**src/rtl/wb_port_arbiter.sv**
```systemverilog
// Shares the register-file write port between the pipeline WB stage and queued
// MDU results; the pipeline always wins, and starvation of the queue raises stall_o.
module wb_port_arbiter #(
    parameter int DATA_W       = 32,
    parameter int ADDR_W       = 5,
    parameter int DEPTH        = 2,
    parameter int STARVE_LIMIT = 4
) (
    input  logic                       clk,
    input  logic                       rst,
    input  logic                       wb_regwrite,
    input  logic [ADDR_W-1:0]          wb_rd,
    input  logic [DATA_W-1:0]          wb_data,
    input  logic                       mdu_valid,
    input  logic [ADDR_W-1:0]          mdu_rd,
    input  logic [DATA_W-1:0]          mdu_data,
    output logic                       mdu_ready,
    output logic                       rf_we,
    output logic [ADDR_W-1:0]          rf_waddr,
    output logic [DATA_W-1:0]          rf_wdata,
    output logic                       stall_o,
    output logic [$clog2(DEPTH):0]     fifo_count
);

    localparam int PW = $clog2(DEPTH);
    localparam int CW = $clog2(DEPTH) + 1;
    localparam int SW = $clog2(STARVE_LIMIT + 1);

    logic [ADDR_W-1:0] rd_mem   [DEPTH];
    logic [DATA_W-1:0] data_mem [DEPTH];

    logic [PW-1:0] rd_ptr_reg, rd_ptr_next;
    logic [PW-1:0] wr_ptr_reg, wr_ptr_next;
    logic [CW-1:0] count_reg, count_next;
    logic [SW-1:0] starve_reg, starve_next;
    logic          stall_reg, stall_next;

    logic pipe_w;
    logic full;
    logic empty;
    logic push;
    logic pop;

    assign pipe_w = wb_regwrite & (wb_rd != '0);
    assign full   = (count_reg == CW'(DEPTH));
    assign empty  = (count_reg == '0);

    // Readiness depends only on the stored count, so a same-cycle pop never frees a slot.
    assign mdu_ready = ~rst & ~full;
    assign push      = mdu_valid & mdu_ready & (mdu_rd != '0);
    assign pop       = ~rst & ~pipe_w & ~empty;

    always_comb begin
        rf_we    = 1'b0;
        rf_waddr = '0;
        rf_wdata = '0;
        if (!rst) begin
            if (pipe_w) begin
                rf_we    = 1'b1;
                rf_waddr = wb_rd;
                rf_wdata = wb_data;
            end else if (!empty) begin
                rf_we    = 1'b1;
                rf_waddr = rd_mem[rd_ptr_reg];
                rf_wdata = data_mem[rd_ptr_reg];
            end
        end
    end

    always_comb begin
        rd_ptr_next = rd_ptr_reg;
        wr_ptr_next = wr_ptr_reg;
        count_next  = count_reg;
        if (push) begin
            wr_ptr_next = wr_ptr_reg + PW'(1);
        end
        if (pop) begin
            rd_ptr_next = rd_ptr_reg + PW'(1);
        end
        case ({push, pop})
            2'b10:   count_next = count_reg + CW'(1);
            2'b01:   count_next = count_reg - CW'(1);
            default: count_next = count_reg;
        endcase
    end

    // Counts cycles the queue is held off by the pipeline; saturates so stall_o holds.
    always_comb begin
        starve_next = starve_reg;
        if (pop || empty) begin
            starve_next = '0;
        end else if (pipe_w && (starve_reg != SW'(STARVE_LIMIT))) begin
            starve_next = starve_reg + SW'(1);
        end
        stall_next = (starve_next == SW'(STARVE_LIMIT));
    end

    always_ff @(posedge clk or posedge rst) begin
        if (rst) begin
            rd_ptr_reg <= '0;
            wr_ptr_reg <= '0;
            count_reg  <= '0;
            starve_reg <= '0;
            stall_reg  <= 1'b0;
        end else begin
            rd_ptr_reg <= rd_ptr_next;
            wr_ptr_reg <= wr_ptr_next;
            count_reg  <= count_next;
            starve_reg <= starve_next;
            stall_reg  <= stall_next;
        end
    end

    // Storage needs no reset: entries are only read while the count marks them valid.
    always_ff @(posedge clk) begin
        if (push) begin
            rd_mem[wr_ptr_reg]   <= mdu_rd;
            data_mem[wr_ptr_reg] <= mdu_data;
        end
    end

    assign stall_o    = stall_reg;
    assign fifo_count = count_reg;

endmodule

```
**config.mk**
```make
export PLATFORM = sky130hd
export DESIGN_NAME = wb_port_arbiter
export DESIGN_NICKNAME = d
export VERILOG_FILES = /design/src/rtl/wb_port_arbiter.sv
export SDC_FILE = /design/constraint.sdc
export NUM_CORES = 1
export LEC_CHECK = 0
export ABC_AREA = 1
export BUFFER_PORTS_ARGS = -buffer_cell sky130_fd_sc_hd__buf_2
export CORE_MARGIN = 2
export CORE_UTILIZATION = 51
export CTS_CLUSTER_SIZE = 12
export DETAILED_ROUTE_END_ITERATION = 7
export HOLD_SLACK_MARGIN = 0.02
export PLACE_DENSITY = 0.84
export SKIP_CTS_REPAIR_TIMING = 1
export SYNTH_ARGS = -nofsm -noshare
export SYNTH_HDL_FRONTEND = slang
export SYNTH_SLANG_ARGS = --single-unit
```
**constraint.sdc**
```tcl
create_clock -name clk -period 4.1 [get_ports clk]
set_clock_uncertainty 0.2 [all_clocks]
set_input_delay 0.82 -clock clk [delete_from_list [all_inputs] [get_ports clk]]
set_output_delay 0.82 -clock clk [all_outputs]
set_load 0.01 [all_outputs]
```
==> results.ini <==
[sta]
fin_tns_setup_ns = 0
rsz0062_at_grt = false
slew_violations = 0
relSlewSlack_pct = 54.4
hold_viol_final = 0
max_freq_ghz = 0.295
holdWs_ns = 0.286
worst_pin_slew_ns = 0.683
layout_setup_ws_ns = 0.711
setup_viol = 0
period_minus_slack_ns = 3.39
fin_crit_sh_pct = 82.7

[grt]
grt.total_usage_pct = 20.5
grt_pass1_vias = 2827
antenna_found_initial = 0
grt_max_degree = 52
grt_pass1_wl_um = 13200
grt_overflow = 0

[route]
drc = 0
vias_per_cell = 5.06
ant_nets = 0
dr_total_vias = 3003
drt_first_pass_iters = 4
first_iter_violations = 226
wl_um = 8580
wl_per_cell_um = 14.5

[logic_synthesis]
yosys_warnings = 0
synth_edf_count = 74
ys_seq_area_share_pct = 62.7
avgSynthCellArea_sq_um = 10.3
ys_seq_elements = 82
ys_types = 29
syn_inst = 377
ys.flop_type = edfxtp_1
async_flop_share_pct = 9.76
synth_area_sq_um = 3860
syn_nets = 458

[layout]
layout.cells.non_filler = 593
largest_reg_flops = 64
nets = 570
drive_gt1_share_pct = 31.4
area_growth_pct = 20.8
diodes = 0

[worst_setup_path]
cp-end-kind = output pin
r2r_setup_slack_ns = 1.59
path_delay_family = simple AND/OR/NAND/NOR gates
cp_max_fo = 51
crit_type = primary input to output pin
cpMostUsedCell = buf_2
required_ns = 3.08
r2r_start = fifo_count[0]
critPathLaunch = wb_rd[3]
start_kind = primary input
crit_arrival_ns = 2.37
cp_cell_sequence = buf_2, nor2_2, nand3_4, nand2_4, inv_4, nand2_1, a21oi_1, buf_2
worst-path-buf-inv = 3
cpMaxStageDelayCell = nand2_4
slowest_delay_ns = 0.46

[floorplan]
initial_utilization_pct = 53.0
die_area_sq_um = 8290
core_area_sq_um = 7290
ios = 120
dieHeight_um = 91.1
die-width_um = 91.1
rows = 31

[min_path]
hold_path.class = flop to flop
min_from = wr_ptr_reg

[power]
vdd_drop_max_v = 0.000319
leakage_nw = 2.04
power.density_nw_per_um2 = 539
total_power_mw = 2.52

[run]
cap_violations = 0

[clock_network]
clock-sinks = 82
worst_skew_pair.late_latency_ns = 0.35
clk_pin_slew_ns = 0.07
clock_tree.root_cell = clkbuf_8
cts_max_level = 3
cts_max_path_buffers = 2
tritoncts = built
cts_buffers = 9

[placement]
dp_slack_ns = 0.727
routabilityCongestion = 0.848
detailed_place_hpwl_um = 5630
numPortBuffers = 119
placed_cells = 577

[status]
outcome = complete, no violations

through the flow:
step | area [sq um] | util (%)
after floorplan | 3860 | -
after global placement | 4480 | 61.5
after detailed placement | 4480 | 61.5
after CTS | 4670 | 64.0
after global routing | 4670 | 64.0
final | 4670 | 64.0
where the power goes:
group	switching [mW]	leakage, nW	internal (mW)	total, mW
registers	0.0468	0.776	1.04	1.09
clock network	0.271	0.0956	0.272	0.543
logic	0.580	1.17	0.304	0.884
logic make-up (layout without fill, tap and decap cells):
group,count (synthesis),count (layout),share of synthesized area (%)
AOI/OAI and AO/OA,68,68,8.97
buffers and inverters,38,155,5.83
adders and majority gates,3,3,0.971
DFF,82,82,62.7
and+or+nand+nor,183,183,20.9
xor gates and xnor gates,3,3,0.680
cell usage after synthesis (all sizes together), types with 2 or more instances:
cell type    n  area, sq um
clkbuf       5         18.8
dfrtp        8          200
buf         17          144
nand2      125          477
o21ai       21          105
nor2        27          114
inv         16         62.6
ha           3         37.5
or2          2         12.5
nand3       24          173
a21oi       46          234
xor2         2         17.5
nand4        3         18.8
edfxtp      74         2220
final timing paths:
path | endpoint | cells past startpoint
max in group asynchronous | starve_reg[1] | 2
worst min register to register | wr_ptr_reg | 2
worst min-delay path | wr_ptr_reg | 2
min in group asynchronous | rd_ptr_reg | 2
worst max register to register | fifo_count[1] | 8
worst max-delay path | rf_waddr[1] | 8
tightest hold or removal path, cell delays in order, from the launching register on:
cell and delay [ns]:
dfrtp_1 0.35, nand2_1 0.06, nand2_1 0.05
layer usage:
metal	global-route usage, %	share of wire [%]	vias up
met3	4.48	5.5	14
met4	9.72	2.4	0
met5	0	0	-
li1	-	-	1503
met2	35.1	51	93
met1	24.6	41	1393
cells in the final DEF (no fill, tap or decap):
master,instances
nor3_1,1
o21ai_1,5
nand2_4,1
nand3_2,8
clkbuf_8,10
ha_1,3
o21ai_0,16
xor2_1,2
nor3b_1,1
a21oi_2,1
a21oi_1,45
nor2_4,2
o211ai_1,1
buf_2,119
inv_1,14
nand3_4,1
clkbuf_1,3
nand3_1,15
dfrtp_1,8
nand2_1,124
buf_12,2
xnor2_1,1
edfxtp_1,74
inv_2,1
or2_2,2
nor2_1,23
inv_4,1
nor2_2,2
buf_4,2
nand4_1,3
clkinv_2,2
clkbuf_16,1
cell type report:
cell class | count | area, sq um
clock inverters | 2 | 10.0
well taps | 99 | 124
clock buffers | 14 | 174
inverters | 16 | 62.6
repair buffers | 123 | 651
multi-input cells | 257 | 1220
flip-flops and latches | 82 | 2420
fillers | 593 | 2620
(Power assumes the default switching activity.)
